$ cat config.mk
export PLATFORM = sky130hd
export DESIGN_NAME = sprite_fetch_arbiter
export DESIGN_NICKNAME = d
export VERILOG_FILES = /design/src/rtl/sprite_fetch_arbiter.sv
export SDC_FILE = /design/constraint.sdc
export NUM_CORES = 2
export LEC_CHECK = 0
export CAP_MARGIN = 10
export CORE_UTILIZATION = 61
export DETAILED_ROUTE_END_ITERATION = 8
export PLACE_DENSITY = 0.8
export SLEW_MARGIN = 20
export SYNTH_ARGS = -nofsm -noshare
export SYNTH_HDL_FRONTEND = slang
export SYNTH_SLANG_ARGS = --single-unit
$ cat constraint.sdc
create_clock -name VGA_CLK -period 5.3 [get_ports VGA_CLK]
set_clock_uncertainty 0.05 [all_clocks]
set_input_delay 0.53 -clock VGA_CLK [delete_from_list [all_inputs] [get_ports VGA_CLK]]
set_output_delay 0.53 -clock VGA_CLK [all_outputs]
set_load 0.01 [all_outputs]
$ cat src/rtl/sprite_fetch_arbiter.sv
// sprite_fetch_arbiter: per-pixel sprite arbitration and pixel-memory fetch, latency MEM_LAT+3; colour keying under SPRITE_FETCH_TRANSPARENCY_EN
module sprite_fetch_arbiter #(
    parameter int MEM_LAT = 2,
    parameter int ADDR_W  = 19
`ifdef SPRITE_FETCH_TRANSPARENCY_EN
    ,
    parameter logic [23:0] KEY_COLOR = 24'hFF00FF
`endif
) (
    input  logic              VGA_CLK,
    input  logic              RESET,
    input  logic [7:0]        SPRITES_EN,
    input  logic [10:0]       X,
    input  logic [10:0]       Y,
    input  logic              FRAME_START,
    input  logic              CFG_WE,
    input  logic [2:0]        CFG_IDX,
    input  logic [ADDR_W-1:0] CFG_BASE,
    input  logic [8:0]        CFG_W,
    input  logic [8:0]        CFG_X0,
    input  logic [8:0]        CFG_Y0,
    output logic              MEM_RD,
    output logic [ADDR_W-1:0] MEM_ADDR,
    input  logic [23:0]       MEM_DATA,
    output logic [23:0]       RGB,
    output logic              RGB_VALID,
    output logic [2:0]        SEL_IDX
);
    typedef struct packed {
        logic [ADDR_W-1:0] base;
        logic [8:0]        w;
        logic [8:0]        x0;
        logic [8:0]        y0;
    } ent_t;

    ent_t [7:0]              shd_q, shd_d, act_q, act_d;
    logic                    s1_vld_q, s1_vld_d;
    logic [2:0]              s1_idx_q, s1_idx_d;
    logic [8:0]              s1_lx_q, s1_lx_d, s1_ly_q, s1_ly_d, s1_w_q, s1_w_d;
    logic [ADDR_W-1:0]       s1_base_q, s1_base_d;
    logic                    rd_q, rd_d;
    logic [ADDR_W-1:0]       addr_q, addr_d;
    logic [2:0]              s2_idx_q, s2_idx_d;
    logic [MEM_LAT-1:0]      sh_vld_q, sh_vld_d;
    logic [MEM_LAT-1:0][2:0] sh_idx_q, sh_idx_d;
    logic [23:0]             rgb_q, rgb_d;
    logic                    vld_q, vld_d;
    logic [2:0]              sel_q, sel_d;
    logic [2:0]              win;
    logic                    unused_xy;
`ifdef SPRITE_FETCH_TRANSPARENCY_EN
    logic [23:0]             bg_q, bg_d;
    logic                    key;
`endif

    // Sprites live in a 512x512 space, so only the low coordinate bits matter
    assign unused_xy = ^{X[10:9], Y[10:9]};

    always_comb begin
        win = 3'd0;
        for (int i = 7; i >= 0; i--)
            if (SPRITES_EN[i]) win = 3'(i);
    end

    always_comb begin
        shd_d = shd_q;
        if (CFG_WE) shd_d[CFG_IDX] = '{base: CFG_BASE, w: CFG_W, x0: CFG_X0, y0: CFG_Y0};
        act_d = FRAME_START ? shd_q : act_q;
        s1_vld_d = |SPRITES_EN;
        s1_idx_d = win;
        s1_lx_d = X[8:0] - act_q[win].x0;
        s1_ly_d = Y[8:0] - act_q[win].y0;
        // Base and width travel with the pixel so a commit mid-flight cannot split its lookup
        s1_base_d = act_q[win].base;
        s1_w_d = act_q[win].w;
        rd_d = s1_vld_q;
        addr_d = s1_vld_q ? s1_base_q + ADDR_W'(s1_ly_q) * ADDR_W'(s1_w_q) + ADDR_W'(s1_lx_q) : addr_q;
        s2_idx_d = s1_idx_q;
        sh_vld_d = sh_vld_q;
        sh_idx_d = sh_idx_q;
        sh_vld_d[0] = rd_q;
        sh_idx_d[0] = s2_idx_q;
        for (int i = 1; i < MEM_LAT; i++) begin
            sh_vld_d[i] = sh_vld_q[i-1];
            sh_idx_d[i] = sh_idx_q[i-1];
        end
        vld_d = sh_vld_q[MEM_LAT-1];
`ifdef SPRITE_FETCH_TRANSPARENCY_EN
        key = MEM_DATA == KEY_COLOR;
        rgb_d = !sh_vld_q[MEM_LAT-1] ? 24'h0 : key ? bg_q : MEM_DATA;
        sel_d = !sh_vld_q[MEM_LAT-1] ? sel_q : key ? 3'd7 : sh_idx_q[MEM_LAT-1];
        bg_d = sh_vld_q[MEM_LAT-1] && !key && sh_idx_q[MEM_LAT-1] == 3'd7 ? MEM_DATA : bg_q;
`else
        rgb_d = sh_vld_q[MEM_LAT-1] ? MEM_DATA : 24'h0;
        sel_d = sh_vld_q[MEM_LAT-1] ? sh_idx_q[MEM_LAT-1] : sel_q;
`endif
    end

    always_ff @(posedge VGA_CLK) begin
        if (RESET) begin
            shd_q <= '0;
            act_q <= '0;
            s1_vld_q <= 1'b0;
            s1_idx_q <= '0;
            s1_lx_q <= '0;
            s1_ly_q <= '0;
            s1_w_q <= '0;
            s1_base_q <= '0;
            rd_q <= 1'b0;
            addr_q <= '0;
            s2_idx_q <= '0;
            sh_vld_q <= '0;
            sh_idx_q <= '0;
            rgb_q <= '0;
            vld_q <= 1'b0;
            sel_q <= '0;
`ifdef SPRITE_FETCH_TRANSPARENCY_EN
            bg_q <= '0;
`endif
        end else begin
            shd_q <= shd_d;
            act_q <= act_d;
            s1_vld_q <= s1_vld_d;
            s1_idx_q <= s1_idx_d;
            s1_lx_q <= s1_lx_d;
            s1_ly_q <= s1_ly_d;
            s1_w_q <= s1_w_d;
            s1_base_q <= s1_base_d;
            rd_q <= rd_d;
            addr_q <= addr_d;
            s2_idx_q <= s2_idx_d;
            sh_vld_q <= sh_vld_d;
            sh_idx_q <= sh_idx_d;
            rgb_q <= rgb_d;
            vld_q <= vld_d;
            sel_q <= sel_d;
`ifdef SPRITE_FETCH_TRANSPARENCY_EN
            bg_q <= bg_d;
`endif
        end
    end

    assign MEM_RD = rd_q;
    assign MEM_ADDR = addr_q;
    assign RGB = rgb_q;
    assign RGB_VALID = vld_q;
    assign SEL_IDX = sel_q;
endmodule

Word-level counts from Yosys, hierarchy flattened. Index checks and enable logic that the tools add are counted.

Register bits after elaboration: 845.

Order comparisons: 3. Add/sub/neg operators: 4. Reductions and logical operators: 3. Multiply operators: 1. Muxes and demuxes: 13. Bitwise logic cells: 1.

Operators by type and width (count): $bwmux 368 (1); $bmux 46 s3 (1); $demux 46 s3 (1); $mux 46 (2); $mux 3 (8); $add 19x18->19 (1); $add 19x9->19 (1); $mul 9x9->18 (1); $sub 9x9->9 (2); $lt 3x4->1 const B (2); $reduce_or 8->1 (1); $ge 3x1->1 const B (1); $reduce_or 2->1 (1); $logic_and 1x1->1 (1); $not 1->1 (1).

Logic depth before layout (Yosys ltp).
Word-level depth: 11. Depth in mapped cells: 19. Mapped depth without buffers: 18.

Least setup slack after synthesis. No wires, ideal clock.

Path type: reg-to-reg. From: register s1_w_q[3]. To: register addr_q[17] (netlist: MEM_ADDR[17]). Setup slack: 498 ps. Buffers on the path: 1. Clock period less this slack: 4802 ps. Library setup time: 122 ps. Stages on the path, launching flop included: 16. Arrival time: 4630 ps. Path through: dfxtp_1 clkbuf_1 and2_1 fa_1 inv_1 fa_1 inv_1 fa_1 fa_1 fa_1 ha_1 a2111o_1 o211ai_1 a21oi_1 and3_1 a311o_1.

Longest elaborated chain between the ends: 3.

Ends and longest elaborated chain: from (decl) (RTL line 39) `logic [8:0] s1_lx_q, s1_lx_d, s1_ly_q, s1_ly_d, s1_w_q, s1_w_d;`; from (signal assigned) (RTL line 127) `s1_w_q <= s1_w_d;`; $mul 9x9->18 (RTL line 77) `addr_d = s1_vld_q ? s1_base_q + ADDR_W'(s1_ly_q) * ADDR_W'(s1_w_q) + ADDR_W'(s1_lx_q) : addr_q;`; $add 19x18->19 (RTL line 77); $add 19x9->19 (RTL line 77); to (signal assigned) (RTL line 130) `addr_q <= addr_d;`; to (decl) (RTL line 42) `logic [ADDR_W-1:0] addr_q, addr_d;`.

No other way between the ends. A chain may end at the register's enable or synchronous reset.

Worst setup path in the final report. Same ends and word-level chain as after synthesis.

==> key figures <==
Critical path
  • Critical path's top delay family: adder cells
  • CP max-delay cell: fa_1
  • Worst Reg-to-Reg Cells: 14
  • Arrival time worst endpoint: 5500 ps
  • Worst Path Class, Setup: reg2reg
  • Worst Setup Start Kind: register
  • Kind of end point of the critical path: register
  • CP Data Required Time: 5760 ps
  • Crit-path cells: and2_1 > fa_1 > inv_1 > fa_1 > inv_1 > fa_1 > fa_1 > fa_1 > ha_1 > a2111o_1 > o211ai_1 > a21oi_1 > and3_1 > a311o_1
  • Cell mode on critical path: fa_1
  • CP max stage delay: 550 ps
  • CP bufs+invs: 2
  • Critical path depth in cells: 14
  • Max Fanout on Critical Path: 9

Timing
  • Worst Max-Slew Pin Slew: 1160 ps
  • Fin crit share: 0.950
  • Post-Route Setup TNS: 0 ps
  • Endpoints failing hold: 0
  • Fmax: 0.199 GHz
  • Fin. max-slew vios: 0
  • # setup viols final: 0
  • Max_slew headroom: 0.225
  • RSZ-0062 raised after global routing: false
  • Post-layout min period: 5030 ps

Placed design
  • Post-Place Cell Area: 37,200 µm²
  • GPL Wtd Cong: 0.894
  • Port bufs: 150
  • DPL Wire Length: 52,900 µm

Global routing
  • First-pass GRT wire length: 139,000 µm
  • Largest net degree at the start of global routing: 206
  • Initial antenna violation count: 7
  • Total global routing overflow: 0
  • Total GRT Usage: 0.298
  • Vias in the first global route: 25,400

Floorplanning
  • Starting Density: 0.623
  • Die width: 243 µm
  • Core area: 56,800 µm²
  • Die H: 243 µm
  • I/O Pins: 155
  • Rows: 87
  • Die Area: 59,000 µm²

Yosys
  • Post-Syn Nets: 4,041
  • Sequential area share after synthesis: 0.478
  • Async set-reset flop share out of synthesis: 0
  • Yosys top cell by area: dfxtp_1
  • Synth Register Bits: 845
  • Ys flop type: dfxtp_1
  • Syn avg cell area: 9.34 µm²
  • EDFF count, synth: 0
  • Post-synthesis cell type count: 59
  • Synth area leaders: dfxtp_1 48%, mux2i_1 11%, nand2_1 8.7%
  • Cells after synthesis: 3,790
  • Most frequent cell after synthesis: dfxtp_1
  • Synthesized area: 35,400 µm²
  • Synth cell count leaders: 845 x dfxtp_1, 819 x nand2_1, 432 x nor2_1
  • Yosys top cell area share: 0.478
  • Ys Warns: 0

Pwr
  • Cell Pwr Density: 337 nW/µm²
  • Tot Pwr: 0.0135 W
  • Maximum VDD drop: 0.250 mV
  • Static Leak: 16.2 nW

Layout
  • P&R area growth vs syn: 13.3%
  • Fillers: 4,184
  • Post-route cell area: 40,100 µm²
  • Area of the multi-input gates: 17,000 µm²
  • Fin nets: 4,037
  • Layout cells sized above 1: 0.0774
  • FF/Latch Area: 16,900 µm²

Clock network
  • Worst skew pair latency: 640 ps
  • Worst-path clk slew: 70 ps
  • Clock Tree Buf Depth: 3
  • Post_cts resized: 0
  • Clock Tree Root: clkbuf_16
  • Clock buffer count from CTS: 83
  • Hold_buf cts: 0
  • Setup bufs post-CTS: 0
  • Clock sink count: 845
  • CTS tree: done
  • H-tree depth: 3

Worst hold path
  • Hold Crit Depth: 2
  • Worst hold path class: in2reg

Outcome
  • Status: finished clean

Routing
  • Via count: 26,300
  • Post-DRT Antenna Nets: 0
  • Via density: 5.71
  • Routed wire per std cell: 19.3 µm
  • WL final: 88,800 µm
  • # DRC: 0
  • Drt pass-1 iters: 6
  • Drt first-iter violations: 2,433

Run
  • Max_cap viols: 0
-- cells by family after synthesis --
family | share of synthesized area
AO/OA/AOI/OAI | 0.0785
adder cells (fa/ha/maj) | 0.0670
XOR/XNOR | 0.00346
multiplexers | 0.169
AND/OR/NAND/NOR | 0.158
buffers and inverters | 0.0463
flip-flops | 0.478
-- per-stage QoR --
step / cells / util / setup slack (ps) / hold slack [ps]
after detailed placement: 4456 / 0.655 / 297 / 374
after global routing: 4607 / 0.706 / 9.61 / 357
after floorplan: 3790 / - / 498 / 364
after global placement: 4456 / 0.655 / 297 / 367
final: 4609 / 0.706 / 266 / 337
after CTS: 4605 / 0.705 / 274 / 319
-- registers in the layout (all words and copies together) (netlist names), 9 cells and up --
register	cells
MEM_ADDR	19
s1_base_q	19
act_q	368
RGB	24
s1_w_q	9
s1_lx_q	9
shd_q	368
s1_ly_q	9
-- layout by cell type (no fill, tap or decap), types with 40 or more instances in the layout --
cell	netlist	layout
buf_4	3	40
clkbuf_16	0	86
inv_1	121	121
a21oi_1	394	394
dfxtp_1	845	845
ha_1	68	68
fa_1	76	76
nor2_1	432	424
and2_1	63	63
nand2_1	819	816
mux4_2	88	88
mux2i_1	394	394
clkdlybuf4s50_1	0	148
-- area by class of cell --
cell class / instances / area share
Multi-Input combinational cell: 2536 / 0.423
Sequential cell: 845 / 0.422
Clock buffer: 123 / 0.0619
Timing Repair Buffer: 198 / 0.0494
Tap cell: 756 / 0.0236
Inverter: 122 / 0.0114
Clock inverter: 26 / 0.00883
Antenna cell: 3 / 0.000187
-- final timing paths --
path	start	to	slack, ps
worst min-delay path	RESET	SEL_IDX[2]$_SDFFE_PP0P_	340
worst max-delay path	s1_w_q[3]$_SDFF_PP0_	MEM_ADDR[17]$_SDFFE_PP0P_	270
worst min register to register	s2_idx_q[2]$_SDFF_PP0_	sh_idx_d[5]$_SDFF_PP0_	380
worst max register to register	s1_w_q[3]$_SDFF_PP0_	MEM_ADDR[17]$_SDFFE_PP0P_	270
-- power breakdown --
| group | leakage [nW] | internal (W) | switching [W] |
|---|---|---|---|
| combinational | 7.96 | 0.000336 | 0.000544 |
| clock | 1.39 | 0.00359 | 0.00249 |
| sequential | 6.83 | 0.00646 | 0.0000694 |
| total | 16.2 | 0.0104 | 0.00311 |
-- routing by layer --
| metal | up-vias | routed length [µm] | part of all wire | track usage |
|---|---|---|---|---|
| met5 | - | 22 | 0.00025 | 0 |
| met4 | 4 | 2370 | 0.027 | 0.104 |
| met3 | 160 | 7150 | 0.080 | 0.0575 |
| met2 | 931 | 41600 | 0.47 | 0.480 |
| met1 | 12700 | 37700 | 0.42 | 0.401 |
| li1 | 12500 | - | - | - |
Power figures use the tool's default switching activity.
